===== config.mk =====
export PLATFORM = sky130hd
export DESIGN_NAME = riscv_core_dcache_wbuf_drain
export DESIGN_NICKNAME = d
export VERILOG_FILES = /design/src/rtl/riscv_core_dcache_wbuf_drain.sv
export SDC_FILE = /design/constraint.sdc
export NUM_CORES = 1
export LEC_CHECK = 0
export BUFFER_PORTS_ARGS = -buffer_cell sky130_fd_sc_hd__buf_4
export CAP_MARGIN = 20
export CORE_AREA = 2 2 343 345
export DETAILED_ROUTE_END_ITERATION = 8
export DIE_AREA = 0 0 345 347
export PLACE_DENSITY = 0.59
export SYNTH_ARGS = -nofsm -noshare
export SYNTH_HDL_FRONTEND = slang
export SYNTH_SLANG_ARGS = --single-unit

===== constraint.sdc =====
create_clock -name i_clk -period 10.7 [get_ports i_clk]
set_clock_uncertainty 0.15 [all_clocks]
set_input_delay 0.535 -clock i_clk [delete_from_list [all_inputs] [get_ports i_clk]]
set_output_delay 0.535 -clock i_clk [all_outputs]
set_load 0.02 [all_outputs]

===== src/rtl/riscv_core_dcache_wbuf_drain.sv =====
// D-cache write-through buffer drain: holds stores pushed by the D-cache controller
// and retires them in order, one at a time, as single-beat AXI4 writes.
// An entry is removed only when its B response arrives, including error responses.
//
// Ports:
//   i_clk, i_rst_n                    clock, async active-low reset
//   i_fifo_push, i_fifo_entry         store push, entry = {addr[127:64], data[63:0]}
//   o_fifo_full, o_wbuf_empty         buffer full / fully drained and idle
//   i_check_addr, o_addr_match        block-address probe (optional feature)
//   o_aw*, i_awready                  AXI write address channel
//   o_w*,  i_wready                   AXI write data channel
//   i_bvalid, i_bresp, o_bready       AXI write response channel
//   o_wr_err                          one-cycle pulse on a non-OKAY response
//
// Optional feature macro: DCACHE_WBUF_ADDR_MATCH_EN
//   defined   -> o_addr_match compares i_check_addr[63:5] against every buffered entry
//   undefined -> o_addr_match tied low, no comparators
module riscv_core_dcache_wbuf_drain #(
   parameter int DEPTH            = 8,
   parameter int ADDR_WIDTH       = 64,
   parameter int CORE_DATA_WIDTH  = 64,
   parameter int AXI_DATA_WIDTH   = 256,
   parameter int FIFO_ENTRY_WIDTH = 128
) (
   input  logic                          i_clk,
   input  logic                          i_rst_n,
   input  logic                          i_fifo_push,
   input  logic [FIFO_ENTRY_WIDTH-1:0]   i_fifo_entry,
   output logic                          o_fifo_full,
   output logic                          o_wbuf_empty,
   input  logic [ADDR_WIDTH-1:0]         i_check_addr,
   output logic                          o_addr_match,
   output logic                          o_awvalid,
   input  logic                          i_awready,
   output logic [ADDR_WIDTH-1:0]         o_awaddr,
   output logic [7:0]                    o_awlen,
   output logic [2:0]                    o_awsize,
   output logic [1:0]                    o_awburst,
   output logic                          o_wvalid,
   input  logic                          i_wready,
   output logic [AXI_DATA_WIDTH-1:0]     o_wdata,
   output logic [AXI_DATA_WIDTH/8-1:0]   o_wstrb,
   output logic                          o_wlast,
   input  logic                          i_bvalid,
   output logic                          o_bready,
   input  logic [1:0]                    i_bresp,
   output logic                          o_wr_err
);

   localparam int PTR_W  = $clog2(DEPTH);
   localparam int CNT_W  = PTR_W + 1;
   localparam int STRB_W = AXI_DATA_WIDTH / 8;
   localparam int LANES  = AXI_DATA_WIDTH / CORE_DATA_WIDTH;

   typedef enum logic [1:0] {IDLE, ISSUE, RESP} state_t;

   state_t                      state, state_nxt;
   logic [FIFO_ENTRY_WIDTH-1:0] mem [DEPTH];
   logic [PTR_W-1:0]            wr_ptr, rd_ptr;
   logic [CNT_W-1:0]            count;
   logic                        push_ok, pop;
   logic                        aw_done, w_done, aw_done_nxt, w_done_nxt;
   logic                        awvalid_nxt, wvalid_nxt, bready_nxt, wr_err_nxt;
   logic [ADDR_WIDTH-1:0]       head_addr;
   logic [CORE_DATA_WIDTH-1:0]  head_data;
   logic                        unused_bits;

   // ---------------------------------------------------------------
   // Storage
   // ---------------------------------------------------------------
   assign o_fifo_full  = (count == CNT_W'(DEPTH));
   // A push in the same cycle as a pop from a full buffer still sees full.
   assign push_ok      = i_fifo_push && !o_fifo_full;
   assign pop          = (state == RESP) && i_bvalid;
   assign o_wbuf_empty = (count == '0) && (state == IDLE);

   always_ff @(posedge i_clk) begin
      if (push_ok) begin
         mem[wr_ptr] <= i_fifo_entry;
      end
   end

   always_ff @(posedge i_clk or negedge i_rst_n) begin
      if (!i_rst_n) begin
         wr_ptr <= '0;
         rd_ptr <= '0;
         count  <= '0;
      end else begin
         if (push_ok) wr_ptr <= wr_ptr + PTR_W'(1);
         if (pop)     rd_ptr <= rd_ptr + PTR_W'(1);
         unique case ({push_ok, pop})
            2'b10:   count <= count + CNT_W'(1);
            2'b01:   count <= count - CNT_W'(1);
            default: ;
         endcase
      end
   end

   // ---------------------------------------------------------------
   // Head entry drives the AXI payload; rd_ptr only moves on the B
   // handshake, so the payload is stable for the whole transaction.
   // ---------------------------------------------------------------
   assign {head_addr, head_data} = mem[rd_ptr];

   assign o_awaddr  = {head_addr[ADDR_WIDTH-1:3], 3'b000};
   assign o_awlen   = 8'd0;
   assign o_awsize  = 3'b011;
   assign o_awburst = 2'b01;
   assign o_wdata   = {LANES{head_data}};
   assign o_wstrb   = STRB_W'(8'hFF) << {head_addr[4:3], 3'b000};
   assign o_wlast   = o_wvalid;

   // ---------------------------------------------------------------
   // Drain FSM
   // ---------------------------------------------------------------
   always_ff @(posedge i_clk or negedge i_rst_n) begin
      if (!i_rst_n) begin
         state     <= IDLE;
         o_awvalid <= 1'b0;
         o_wvalid  <= 1'b0;
         o_bready  <= 1'b0;
         o_wr_err  <= 1'b0;
         aw_done   <= 1'b0;
         w_done    <= 1'b0;
      end else begin
         state     <= state_nxt;
         o_awvalid <= awvalid_nxt;
         o_wvalid  <= wvalid_nxt;
         o_bready  <= bready_nxt;
         o_wr_err  <= wr_err_nxt;
         aw_done   <= aw_done_nxt;
         w_done    <= w_done_nxt;
      end
   end

   always_comb begin
      state_nxt   = state;
      awvalid_nxt = o_awvalid;
      wvalid_nxt  = o_wvalid;
      bready_nxt  = o_bready;
      wr_err_nxt  = 1'b0;
      aw_done_nxt = aw_done;
      w_done_nxt  = w_done;
      unique case (state)
         IDLE: begin
            // Looking at push_ok as well lets a push into an empty
            // buffer raise the valids on the very next cycle.
            if ((count != '0) || push_ok) begin
               state_nxt   = ISSUE;
               awvalid_nxt = 1'b1;
               wvalid_nxt  = 1'b1;
               aw_done_nxt = 1'b0;
               w_done_nxt  = 1'b0;
            end
         end
         ISSUE: begin
            // AW and W complete independently, in either order.
            if (o_awvalid && i_awready) begin
               awvalid_nxt = 1'b0;
               aw_done_nxt = 1'b1;
            end
            if (o_wvalid && i_wready) begin
               wvalid_nxt = 1'b0;
               w_done_nxt = 1'b1;
            end
            if (aw_done_nxt && w_done_nxt) begin
               state_nxt  = RESP;
               bready_nxt = 1'b1;
            end
         end
         RESP: begin
            if (i_bvalid) begin
               state_nxt  = IDLE;
               bready_nxt = 1'b0;
               wr_err_nxt = (i_bresp != 2'b00);
            end
         end
         default: state_nxt = IDLE;
      endcase
   end

   // ---------------------------------------------------------------
   // Block-address probe
   // ---------------------------------------------------------------
`ifdef DCACHE_WBUF_ADDR_MATCH_EN
   logic [PTR_W-1:0] slot_off;

   always_comb begin
      o_addr_match = 1'b0;
      slot_off     = '0;
      for (int i = 0; i < DEPTH; i++) begin
         // A slot is live when its distance from the head is below count;
         // the in-flight head is still live until its B response.
         slot_off = PTR_W'(i) - rd_ptr;
         if (({1'b0, slot_off} < count) &&
             (mem[i][CORE_DATA_WIDTH+5 +: ADDR_WIDTH-5] == i_check_addr[ADDR_WIDTH-1:5])) begin
            o_addr_match = 1'b1;
         end
      end
   end

   assign unused_bits = ^{head_addr[2:0], i_check_addr[4:0]};
`else
   assign o_addr_match = 1'b0;
   assign unused_bits  = ^{head_addr[2:0], i_check_addr};
`endif

endmodule


# == After elaboration in Yosys (flattened, before gate mapping) ==
# Memories as Yosys holds them, arrays and structs flattened.
# Index checks and enable logic that the tools add are counted.
# totals
regBits,18
latch_bits,0
mem_bits_rw,1024
rom_bits,0
inputBits,200
output_inout_bits,373
wordCells,70
n_memories,1
# memory_table
memory,words,word_bits,read_ports,rd_clocked_by_memory_dff,wr,line,source
mem,8,128,1,0,1,58,logic [FIFO_ENTRY_WIDTH-1:0] mem [DEPTH];
# classes
addsub,4
multipliers,0
div_mod_pow,0
n_lt_le_gt_ge,0
n_eq_ne,10
shift,1
mux,24
bitwise,0
reduce_logical,20
# ops
op,count
$shl A8 B5 Y32 const A,1
$mux W1,14
$reduce_and A3 Y1,4
$pmux W1 S2,5
$ne A2 B2 Y1 const B,4
$pmux W4 S2,1
$reduce_bool A2 Y1,4
$add A3 B1 Y3 const B,2
$logic_and A1 B1 Y1,6
$mux W2,3
$pmux W2 S3,1
$add A4 B1 Y4 const B,1
$eq A2 B1 Y1 const B,2
$eq A2 B2 Y1 const B,2
$eq A4 B4 Y1 const B,1
$logic_not A4 Y1,1
$reduce_bool A4 Y1,1
$sub A4 B1 Y4 const B,1
$logic_not A2 Y1,1
$ne A2 B1 Y1 const B,1
$reduce_and A2 Y1,1
$logic_not A1 Y1,1
$logic_or A1 B1 Y1,1

# == Depth between registers and ports, before layout ==
# depth
ltp_word,6
depth_mapped,11
mapped_depth_nobuf,10

# == Least setup slack after synthesis ==
# Ideal clock, no wire load.
# synth_path
path_type,register -> register
startpoint,reg count[1]
endpoint,"mem mem[0][0], enable pin"
setup_time_ns,0.762
arrival_ns,9.516
required_time_ns,9.788
slack_ns,0.272
path_stages_with_launch,6
n_path_buf,1
period_less_slack_ns,10.428
cell_sequence,dfrtp_1 -> clkbuf_1 -> nor3_1 -> a21oi_1 -> nand2b_1 -> nor3_1
# synth_via
elab_chain_len,5
# synth_lines
element,line,source
"start, declared",60,logic [CNT_W-1:0] count;
"start signal, assigned",92,2'b10: count <= count + CNT_W'(1);
"start signal, assigned",93,2'b01: count <= count - CNT_W'(1);
$eq A4 B4 Y1,71,assign o_fifo_full = (count == CNT_W'(DEPTH));
$logic_not A1 Y1,73,assign push_ok = i_fifo_push && !o_fifo_full;
$logic_and A1 B1 Y1,73,
$mux W1,78,if (push_ok) begin
$mux W1 (not written as such),79,mem[wr_ptr] <= i_fifo_entry;
"end, declared",58,
# Every way passes these cells.

# == Final worst setup path ==
# layout_path
startpoint,reg rd_ptr[0]
endpoint,out o_wdata[186]
# layout_via
elab_chain_len,1
# layout_lines
element,line,source
"start, declared",59,"logic [PTR_W-1:0] wr_ptr, rd_ptr;"
"start signal, assigned",90,if (pop) rd_ptr <= rd_ptr + PTR_W'(1);
$mem_v2 Z8 W128,n/a,
"end, declared",41,"output logic [AXI_DATA_WIDTH-1:0] o_wdata,"
# Every way passes these cells.

==> impl_metrics.ini <==
[power_and_ir_drop]
internal-power_mw = 9.88
peakVddDrop_mv = 0.215
p_leak_nw = 16.4
p_sw_share_pct = 34.3
power.share.sequential_pct = 34.6
pwr-share-comb_pct = 41.0
clockPowerShare_pct = 24.5
p_sw_mw = 5.16
powerDensity_nw_per_um2 = 307

[clocking]
clk_path_buf_depth = 3
cts.sinks = 1018
cts-root-buf = clkbuf_16
clock_latency_ns = 0.68
h-tree-depth = 3
numCtsBuffers = 105
cts_setup_buffers = 0
cts_tree = built
clk_pin_slew_worst_paths_ns = 0.06

[routing]
drtAntennaViolNets = 0
totalWireLength_um = 85500
via_per_inst = 4.80
first_iter_violations = 1324
drtPass1Iterations = 5
drcViolationCount = 0
wl_per_cell_um = 22.0
vias = 18700

[sta]
tightest_slew_ns = 1.09
tns_ns = 0
clock.fmax_ghz = 0.195
max_slew_margin_pct = 27.5
hold_viol_final = 0
min_period_ns = 5.13
final-max-slew-violation-count = 0
rsz0062_at_grt = false
finalSetupViolations = 0
fin_crit_sh_pct = 47.9

[worst_hold_path]
min_from = i_fifo_push
hp-class = in -> reg

[run_status]
outcome = finished clean

[worst_setup_path]
cp_max_fo = 48
worstReg2RegStart = count[1]$_DFFE_PN0P_
slowest_delay_ns = 0.91
path_common_cell = buf_4
path_class = reg -> out
crit_chain = buf_4 -> buf_4 -> mux4_2 -> mux2_2 -> buf_4
arrival_ns = 4.44
endpoint_kind = primary output
worst_ep_required_time_ns = 10.02
crit_path_top_delay_cell = dfrtp_4
setup.worst_path.start = rd_ptr[0]$_DFFE_PN0P_
startpoint_type = flop

[floorplanning]
die_y_um = 347
coreArea_sq_um = 116000
start_util_pct = 34.9
fp.dieArea_sq_um = 120000
chipWidth_um = 345
ioPinCount = 573
rows = 125

[grt]
grt_pass1_wl_um = 128000
grt_usage_pct = 14.2
grt_max_degree = 103
antenna_found_initial = 10
overflow = 0
grt_pass1_vias = 20100

[finish]
area_delta_synth_final_pct = 21.2
design_area_sq_um = 48900
finalCoreUtilization_pct = 42.3
layout_common_cells = 1,000 x edfxtp_1, 523 x buf_4, 245 x mux4_2
final_common_cell = edfxtp_1
post_route_cells_drive_above_1_share_pct = 44.7
nets = 2473

[place]
hpwl_um = 46500
place_area_sq_um = 44100
place.gp.congestion = 0.729
portBuffers = 488

[logic_synthesis]
ys_warn_count = 0
syn_area_sq_um = 40400
synth-async-reset-ratio_pct = 1.77
synthCells = 1802
synth_top_flop_cell = edfxtp_1
synth-seq-cells = 1018
synth_edf_count = 1000
ys_types = 32
syn_area_per_cell_sq_um = 22.4
seq_area_frac_synth_pct = 75.5

[job]
max_cap_viol_count = 0
-- repair_timing --
action                                 4_1_cts  5_1_grt
hold buffers                               131        0
gates resized for setup                      0        0
endpoints found under the hold margin     1024        0
-- power groups by stage --
stage               combinational (mW)  sequential, mW  clock (mW)
floorplan                         4.76            5.27           0
finish                            6.16            5.20        3.68
detailed placement                6.23            5.29           0
global route                      6.53            5.25        3.94
CTS                               6.29            5.21        3.78
global placement                  6.21            5.25           0
-- area by class of cell --
type                       instances  area [sq um]
inverter                           6          22.5
fill                           10000         66800
sequential                      1018         30500
tap                             1524          1910
antenna                            4          10.0
clock buffer                     118          2720
timing repair buffer             656          5290
clock inverter                    81           813
multi-input combinational        481          7700
-- final timing paths --
| kind | end | slack [ns] | cells after the start |
|---|---|---|---|
| min reg2reg | o_bready$_DFFE_PN0P_ | 0.34 | 2 |
| max reg2reg | mem[0][96]$_DFFE_PP_ | 6.99 | 6 |
| min in group asynchronous | count[0]$_DFFE_PN0P_ | 0.12 | 2 |
| max in group asynchronous | rd_ptr[0]$_DFFE_PN0P_ | 10.06 | 2 |
| max | o_wdata[186] | 5.57 | 5 |
| min | state[0]$_DFFE_PN0P_ | 0.09 | 3 |
-- routing by layer --
metal  wire length, um  vias to the layer above  track usage (%)
li1                  -                     8096                -
met1             35600                     9898             17.6
met2             43700                      541             25.0
met3              4390                      132             3.04
met4              1700                       12             4.09
met5                72                        -                0
-- Yosys cell counts (5+ instances only) --
| master | instances | area share [%] |
|---|---|---|
| buf_2 | 25 | 0.31 |
| o21ai_0 | 8 | 0.099 |
| mux2_2 | 126 | 3.5 |
| nor2_1 | 15 | 0.14 |
| mux4_1 | 5 | 0.33 |
| nor3_1 | 5 | 0.062 |
| ha_1 | 5 | 0.15 |
| edfxtp_1 | 1000 | 74 |
| buf_6 | 25 | 0.70 |
| inv_1 | 6 | 0.056 |
| nand2_1 | 18 | 0.17 |
| buf_4 | 238 | 4.4 |
| a21oi_1 | 6 | 0.074 |
| clkbuf_1 | 20 | 0.19 |
| xnor2_1 | 5 | 0.11 |
| mux4_2 | 245 | 14 |
| nand2b_1 | 7 | 0.11 |
| dfrtp_1 | 18 | 1.1 |
-- logic make-up after synthesis --
group,share of synthesized area (%)
AOI/OAI and AO/OA,0.307
xor gates and xnor gates,0.174
adders and majority gates,0.155
buffers and inverters,5.71
DFF,75.5
muxes,17.5
other,0.0186
and+or+nand+nor,0.629
-- sequential cells by signal, summed over array words and instances (netlist names) --
name,flops
w_done,1
aw_done,1
rd_ptr,3
o_wr_err,1
state,2
count,4
wr_ptr,3
o_awvalid,1
o_bready,1
o_wlast,1
mem,1000
-- worst max-delay path: cells and delay by family (launching register included) --
kind / cells / cell delay [ns]
buffers and inverters: 3 / 1.76
muxes: 2 / 0.96
DFF: 1 / 0.91
-- per-stage QoR --
step | power, mW | hold WS [ns] | std cells | setup slack, ns
6_report | 15.0 | 0.0857 | 3888 | 5.57
5_1_grt | 15.7 | 0.0669 | 3887 | 5.13
4_1_cts | 15.3 | 0.00795 | 3882 | 5.29
3_5_place_dp | 11.5 | 0.269 | 3552 | 6.08
3_3_place_gp | 11.5 | 0.264 | 3552 | 6.11
2_1_floorplan | 10.0 | 0.0894 | 1817 | 0.272
Power figures use the tool's default switching activity.
